**config.mk**
```make
export PLATFORM = sky130hd
export DESIGN_NAME = axis_i2s2_tx_arb
export DESIGN_NICKNAME = d
export VERILOG_FILES = /design/src/rtl/axis_i2s2_tx_arb.sv
export SDC_FILE = /design/constraint.sdc
export NUM_CORES = 1
export LEC_CHECK = 0
export ABC_AREA = 0
export BUFFER_PORTS_ARGS = -buffer_cell sky130_fd_sc_hd__buf_2
export CAP_MARGIN = 20
export CORE_ASPECT_RATIO = 1.25
export CORE_UTILIZATION = 41
export CTS_BUF_LIST = sky130_fd_sc_hd__clkbuf_8
export CTS_CLUSTER_SIZE = 10
export DETAILED_ROUTE_END_ITERATION = 8
export PLACE_DENSITY_LB_ADDON = 0.12
export RECOVER_POWER = 25
export SYNTH_ARGS = -nofsm -noshare
export SYNTH_HDL_FRONTEND = slang
export SYNTH_SLANG_ARGS = --single-unit
```
**constraint.sdc**
```tcl
create_clock -name axis_clk -period 1.65 [get_ports axis_clk]
set_clock_uncertainty 0.15 [all_clocks]
set_input_delay 0.165 -clock axis_clk [delete_from_list [all_inputs] [get_ports axis_clk]]
set_output_delay 0.165 -clock axis_clk [all_outputs]
set_load 0.005 [all_outputs]
```
**src/rtl/axis_i2s2_tx_arb.sv**
```systemverilog
// axis_i2s2_tx_arb
// Packet-granular arbiter that shares the I2S controller transmit stream
// between two stereo sample sources. A whole packet is granted to one
// source at a time. The output is a one-deep registered slice. Packet length
// violations are repaired on the output and recorded in a sticky err_len flag.
//
// Build option: define AXIS_I2S2_TX_ARB_FIXED_PRIO_EN to give s0 fixed
// priority on simultaneous requests. The default is round-robin.
module axis_i2s2_tx_arb #(
  parameter int DATA_WIDTH = 32,
  parameter int PKT_WORDS  = 2
) (
  input  logic                  axis_clk,
  input  logic                  axis_reset,
  input  logic [DATA_WIDTH-1:0] s0_axis_data,
  input  logic                  s0_axis_valid,
  output logic                  s0_axis_ready,
  input  logic                  s0_axis_last,
  input  logic [DATA_WIDTH-1:0] s1_axis_data,
  input  logic                  s1_axis_valid,
  output logic                  s1_axis_ready,
  input  logic                  s1_axis_last,
  input  logic [1:0]            src_enable,
  output logic [DATA_WIDTH-1:0] m_axis_data,
  output logic                  m_axis_valid,
  input  logic                  m_axis_ready,
  output logic                  m_axis_last,
  output logic [1:0]            grant,
  output logic                  err_len,
  input  logic                  err_clear
);

  localparam int CNT_W = $clog2(PKT_WORDS + 1);
  localparam logic [CNT_W-1:0] LAST_CNT = CNT_W'(PKT_WORDS);

  localparam logic [0:0] IDLE = 1'b0;
  localparam logic [0:0] BUSY = 1'b1;

  logic [0:0]            state;
  logic [CNT_W-1:0]      word_cnt;
  logic [CNT_W-1:0]      cnt_next;
  logic [1:0]            req;
  logic                  win;
  logic                  slice_free;
  logic                  accept;
  logic [DATA_WIDTH-1:0] acc_data;
  logic                  acc_last;
  logic                  full_cnt;
  logic                  pkt_end;
  logic                  err_set;

  // Ready depends only on the grant register and downstream ready, never on source valid.
  assign slice_free    = !m_axis_valid | m_axis_ready;
  assign s0_axis_ready = grant[0] & slice_free;
  assign s1_axis_ready = grant[1] & slice_free;
  assign req           = {s1_axis_valid & src_enable[1], s0_axis_valid & src_enable[0]};

  // Select the granted source and decide whether this accept closes the packet or breaks its length.
  always_comb begin
    accept   = (s0_axis_valid & s0_axis_ready) | (s1_axis_valid & s1_axis_ready);
    acc_data = grant[1] ? s1_axis_data : s0_axis_data;
    acc_last = grant[1] ? s1_axis_last : s0_axis_last;
    cnt_next = word_cnt + 1'b1;
    full_cnt = (cnt_next == LAST_CNT);
    pkt_end  = accept & (acc_last | full_cnt);
    err_set  = accept & ((acc_last & (cnt_next < LAST_CNT)) | (!acc_last & full_cnt));
  end

`ifdef AXIS_I2S2_TX_ARB_FIXED_PRIO_EN
  // s0 always wins a simultaneous request, so no arbitration history is kept.
  always_comb begin
    win = !req[0];
  end
`else
  logic last_grant;

  // Remember the most recent winner so the other source goes first next time.
  always_ff @(posedge axis_clk or posedge axis_reset) begin
    if (axis_reset) begin
      last_grant <= 1'b1;
    end else if (state == IDLE && (|req)) begin
      last_grant <= win;
    end
  end

  // Round-robin winner: on a tie the source that did not win last time gets the grant.
  always_comb begin
    if (req == 2'b11) begin
      win = !last_grant;
    end else begin
      win = req[1];
    end
  end
`endif

  // Packet-level grant FSM. The grant is held until the accept that ends the packet.
  always_ff @(posedge axis_clk or posedge axis_reset) begin
    if (axis_reset) begin
      state    <= IDLE;
      grant    <= 2'b00;
      word_cnt <= '0;
    end else if (state == IDLE) begin
      if (|req) begin
        grant    <= win ? 2'b10 : 2'b01;
        word_cnt <= '0;
        state    <= BUSY;
      end
    end else begin
      if (accept) begin
        if (pkt_end) begin
          grant    <= 2'b00;
          word_cnt <= '0;
          state    <= IDLE;
        end else begin
          word_cnt <= cnt_next;
        end
      end
    end
  end

  // Output slice. It loads on accept, empties on a downstream take, and holds while stalled.
  always_ff @(posedge axis_clk or posedge axis_reset) begin
    if (axis_reset) begin
      m_axis_valid <= 1'b0;
      m_axis_data  <= '0;
      m_axis_last  <= 1'b0;
    end else if (accept) begin
      m_axis_valid <= 1'b1;
      m_axis_data  <= acc_data;
      m_axis_last  <= acc_last | full_cnt;
    end else if (m_axis_ready) begin
      m_axis_valid <= 1'b0;
    end
  end

  // Sticky length-error flag. A new error takes precedence over a clear in the same cycle.
  always_ff @(posedge axis_clk or posedge axis_reset) begin
    if (axis_reset) begin
      err_len <= 1'b0;
    end else if (err_set) begin
      err_len <= 1'b1;
    end else if (err_clear) begin
      err_len <= 1'b0;
    end
  end

endmodule

```
==> impl_metrics.csv <==
group,metric,value,unit
outcome,status,"finished, final reports clean",
power_and_ir_drop,p_int,0.00291,W
yosys,synth_cells,183,
job,maxCapViolations,0,
global_routing,grt_start_max_net_pins,35,
layout,areaGrowthSynthToFinish,38.1,%
setup_path,worstPathRequired,1.71,ns
yosys,yosysTopAreaCellShare,51.7,%
placement,place_hpwl,3.39,mm
sta,drv_slew,0,
die,ios,113,
route,ant_nets,0,
global_routing,antenna_found_initial,0,
yosys,synth_nets,258,
global_routing,gr-total-overflow,0,
power_and_ir_drop,switching_share,37.0,%
yosys,seq_area_frac_synth,53.1,%
route,vias,1705,
clocking,worstSkewPairLatency,0.29,ns
placement,portBuffers,112,
yosys,synth_area_per_cell,10.6,µm²
route,viasPerCell,4.76,
sta,final.period_utilization,91.7,%
yosys,syn_area,0.00193,mm²
clocking,cts_setup_buffers,0,
setup_path,path_max_fanout,4,
sta,rsz0062_at_grt,"false",
yosys,yosys_warnings,0,
die,rows,27,
sta,finalSetupTns,0,ns
power_and_ir_drop,clkPwrFrac,13.8,%
setup_path,rrSetupSlack,0.15,ns
placement,routabilityCongestion,0.856,
yosys,synth_top_area_cell,"dfrtp_1",
sta,setup_viol,0,
global_routing,grt_util_all_layers,18.1,%
power_and_ir_drop,vdd_drop_max,0.764,mV
placement,dp_slack,0.161,ns
setup_path,crit_type,"in -> reg",
die,die_h,78.8,µm
layout,antenna_cells,0,
sta,timing.slew.headroom,55.6,%
layout,final_common_cell,"buf_2",
layout,final_nets,375,
global_routing,grt_pass1_vias,1594,
sta,period_needed,1.51,ns
yosys,synth_area_leaders,"dfrtp_1 52%, mux2i_1 18%, a21oi_1 7.8%",
global_routing,met1_usage,20.0,%
setup_path,worst_setup_path_end_kind,"register",
global_routing,grt.met3_usage,4.60,%
setup_path,worst_path_largest_cell_delay,0.53,ns
layout,nFillCells,442,
yosys,synth-seq-cells,41,
setup_path,cp_slowest_cell,"dlygate4sd3_1",
clocking,clkSinkCount,41,
clocking,cts_buffer_depth,2,
sta,finalHoldViolations,0,
setup_path,worst_setup_path_start_kind,"primary input",
power_and_ir_drop,p_seq_share,38.3,%
power_and_ir_drop,combPwrFrac,47.9,%
die,die_x,63.4,µm
route,route.detailed.drc,0,
yosys,yosysUniqueCellTypes,23,
worst_hold_path,hold_class,"in -> reg",
global_routing,grt_first_pass_wirelength,6.97,mm
clocking,htree_levels,2,
setup_path,worstPathArrival,1.58,ns
layout,regArea,0.00103,mm²
clocking,root_buffer,"clkbuf_8",
power_and_ir_drop,p_per_area,1730,mW/mm²
global_routing,grt.busiest_layer,"met2",
clocking,numCtsBuffers,5,
global_routing,met2_usage,32.3,%
route,dr.pass1.iters,4,
layout,final_cell_mix,"106 x buf_2, 39 x dfrtp_1, 35 x mux2i_1, 35 x nor2_1, 30 x a21oi_1",
route,drtIter0Drc,40,
sta,fmax,0.661,GHz
die,dieArea,0.00500,mm²
die,fp.coreArea,0.00446,mm²
route,wl_per_cell,12.0,µm
die,initial_core_util,43.4,%
layout,multi_input_area,805,µm²
layout,drive_gt1_share,42.3,%
setup_path,path_cells,"dlygate4sd3_1, buf_2, a22oi_1, nor2_1, a21o_1, mux2i_1",
clocking,cts.clk_slew.worst_paths,0.07,ns
sta,worst_slew_pin_slew,0.662,ns
route,totalWireLength,4.31,mm
power_and_ir_drop,p_switching,0.00171,W
clocking,cts_tree,"yes",
power_and_ir_drop,leakage,1.28,nW
sta,fin_ws,0.137,ns
-- through the flow --
step	cell area, µm²	hold slack [ns]	power, W	utilization, %	std cells
floorplan	1930	0.114	0.00324	-	183
global placement	2560	0.0522	0.00397	57.4	348
detailed placement	2560	0.0629	0.00404	57.4	348
CTS	2680	0.0143	0.00470	60.0	358
global route	2670	0.0222	0.00504	59.9	358
finish	2670	0.0197	0.00462	59.9	358
-- power groups by stage --
stage / registers (W) / clock network (W) / logic (W)
detailed placement: 0.00178 / 0 / 0.00226
finish: 0.00177 / 0.000638 / 0.00221
floorplan: 0.00181 / 0 / 0.00143
global route: 0.00183 / 0.000702 / 0.00251
global placement: 0.00177 / 0 / 0.00220
CTS: 0.00177 / 0.000662 / 0.00227
-- flip-flops by register name, summed over array words and instances (netlist names) --
| register | cells |
|---|---|
| m_axis_data | 32 |
| grant | 2 |
| word_cnt | 2 |
| err_len | 1 |
| last_grant | 1 |
| m_axis_last | 1 |
| m_axis_valid | 1 |
| state | 1 |
-- metal layers --
layer | vias to the layer above | part of all wire, % | routed length (µm)
met2 | 68 | 50 | 2160
met4 | 0 | 2.0 | 85
met3 | 7 | 6.6 | 283
met5 | - | 0 | 0
li1 | 865 | - | -
met1 | 765 | 41 | 1780
-- layout make-up --
class,count,share of cell area [%]
flip-flops and latches,41,38.5
multi-input cells,126,30.1
repair buffers,122,24.9
clock buffers,6,3.09
well taps,58,2.72
inverters,4,0.562
clock inverters,1,0.141
-- critical path: cells and delay by family --
kind | cells | cell delay, ns
AOI/OAI and AO/OA | 2 | 0.50
muxes | 1 | 0.13
and+or+nand+nor | 1 | 0.11
buffers and inverters | 2 | 0.66
-- path summary, 6_finish.rpt --
kind	start	depth (start not counted)	to
hold / removal	s0_axis_data[18]	3	m_axis_data[18]
setup / recovery	src_enable[1]	6	word_cnt[0]
max in group asynchronous	axis_reset	4	m_axis_data[21]
hold reg to reg	word_cnt[0]	1	word_cnt[0]
min in group asynchronous	axis_reset	3	state
setup reg to reg	grant[1]	5	m_axis_data[10]
-- Yosys cell counts --
master / n
a21o_1: 1
a21oi_1: 30
a21oi_2: 5
a22o_1: 1
a22oi_1: 1
and2_1: 3
buf_2: 5
buf_6: 5
clkbuf_1: 2
dfrtp_1: 40
dfstp_2: 1
ha_1: 1
inv_1: 4
mux2i_1: 35
nand2_1: 3
nand2b_1: 1
nand3_1: 2
nand4_1: 1
nor2_1: 35
nor2b_1: 1
nor3_1: 1
o21ai_0: 3
o22ai_1: 2
-- logic make-up after synthesis --
| logic type | after synthesis | synth area share [%] |
|---|---|---|
| simple gates | 47 | 10.1 |
| compound gates | 43 | 12.7 |
| buf+inv | 16 | 5.37 |
| fa+ha+maj | 1 | 0.647 |
| flops | 41 | 53.1 |
| mux | 35 | 18.1 |
-- repair_timing --
action                                  CTS  global route
resized for setup                         0             1
hold buffers                              3             0
hold endpoints to repair                 18             0
endpoints found under the setup margin    0             1
No activity file was read; power rests on OpenSTA's default activity.
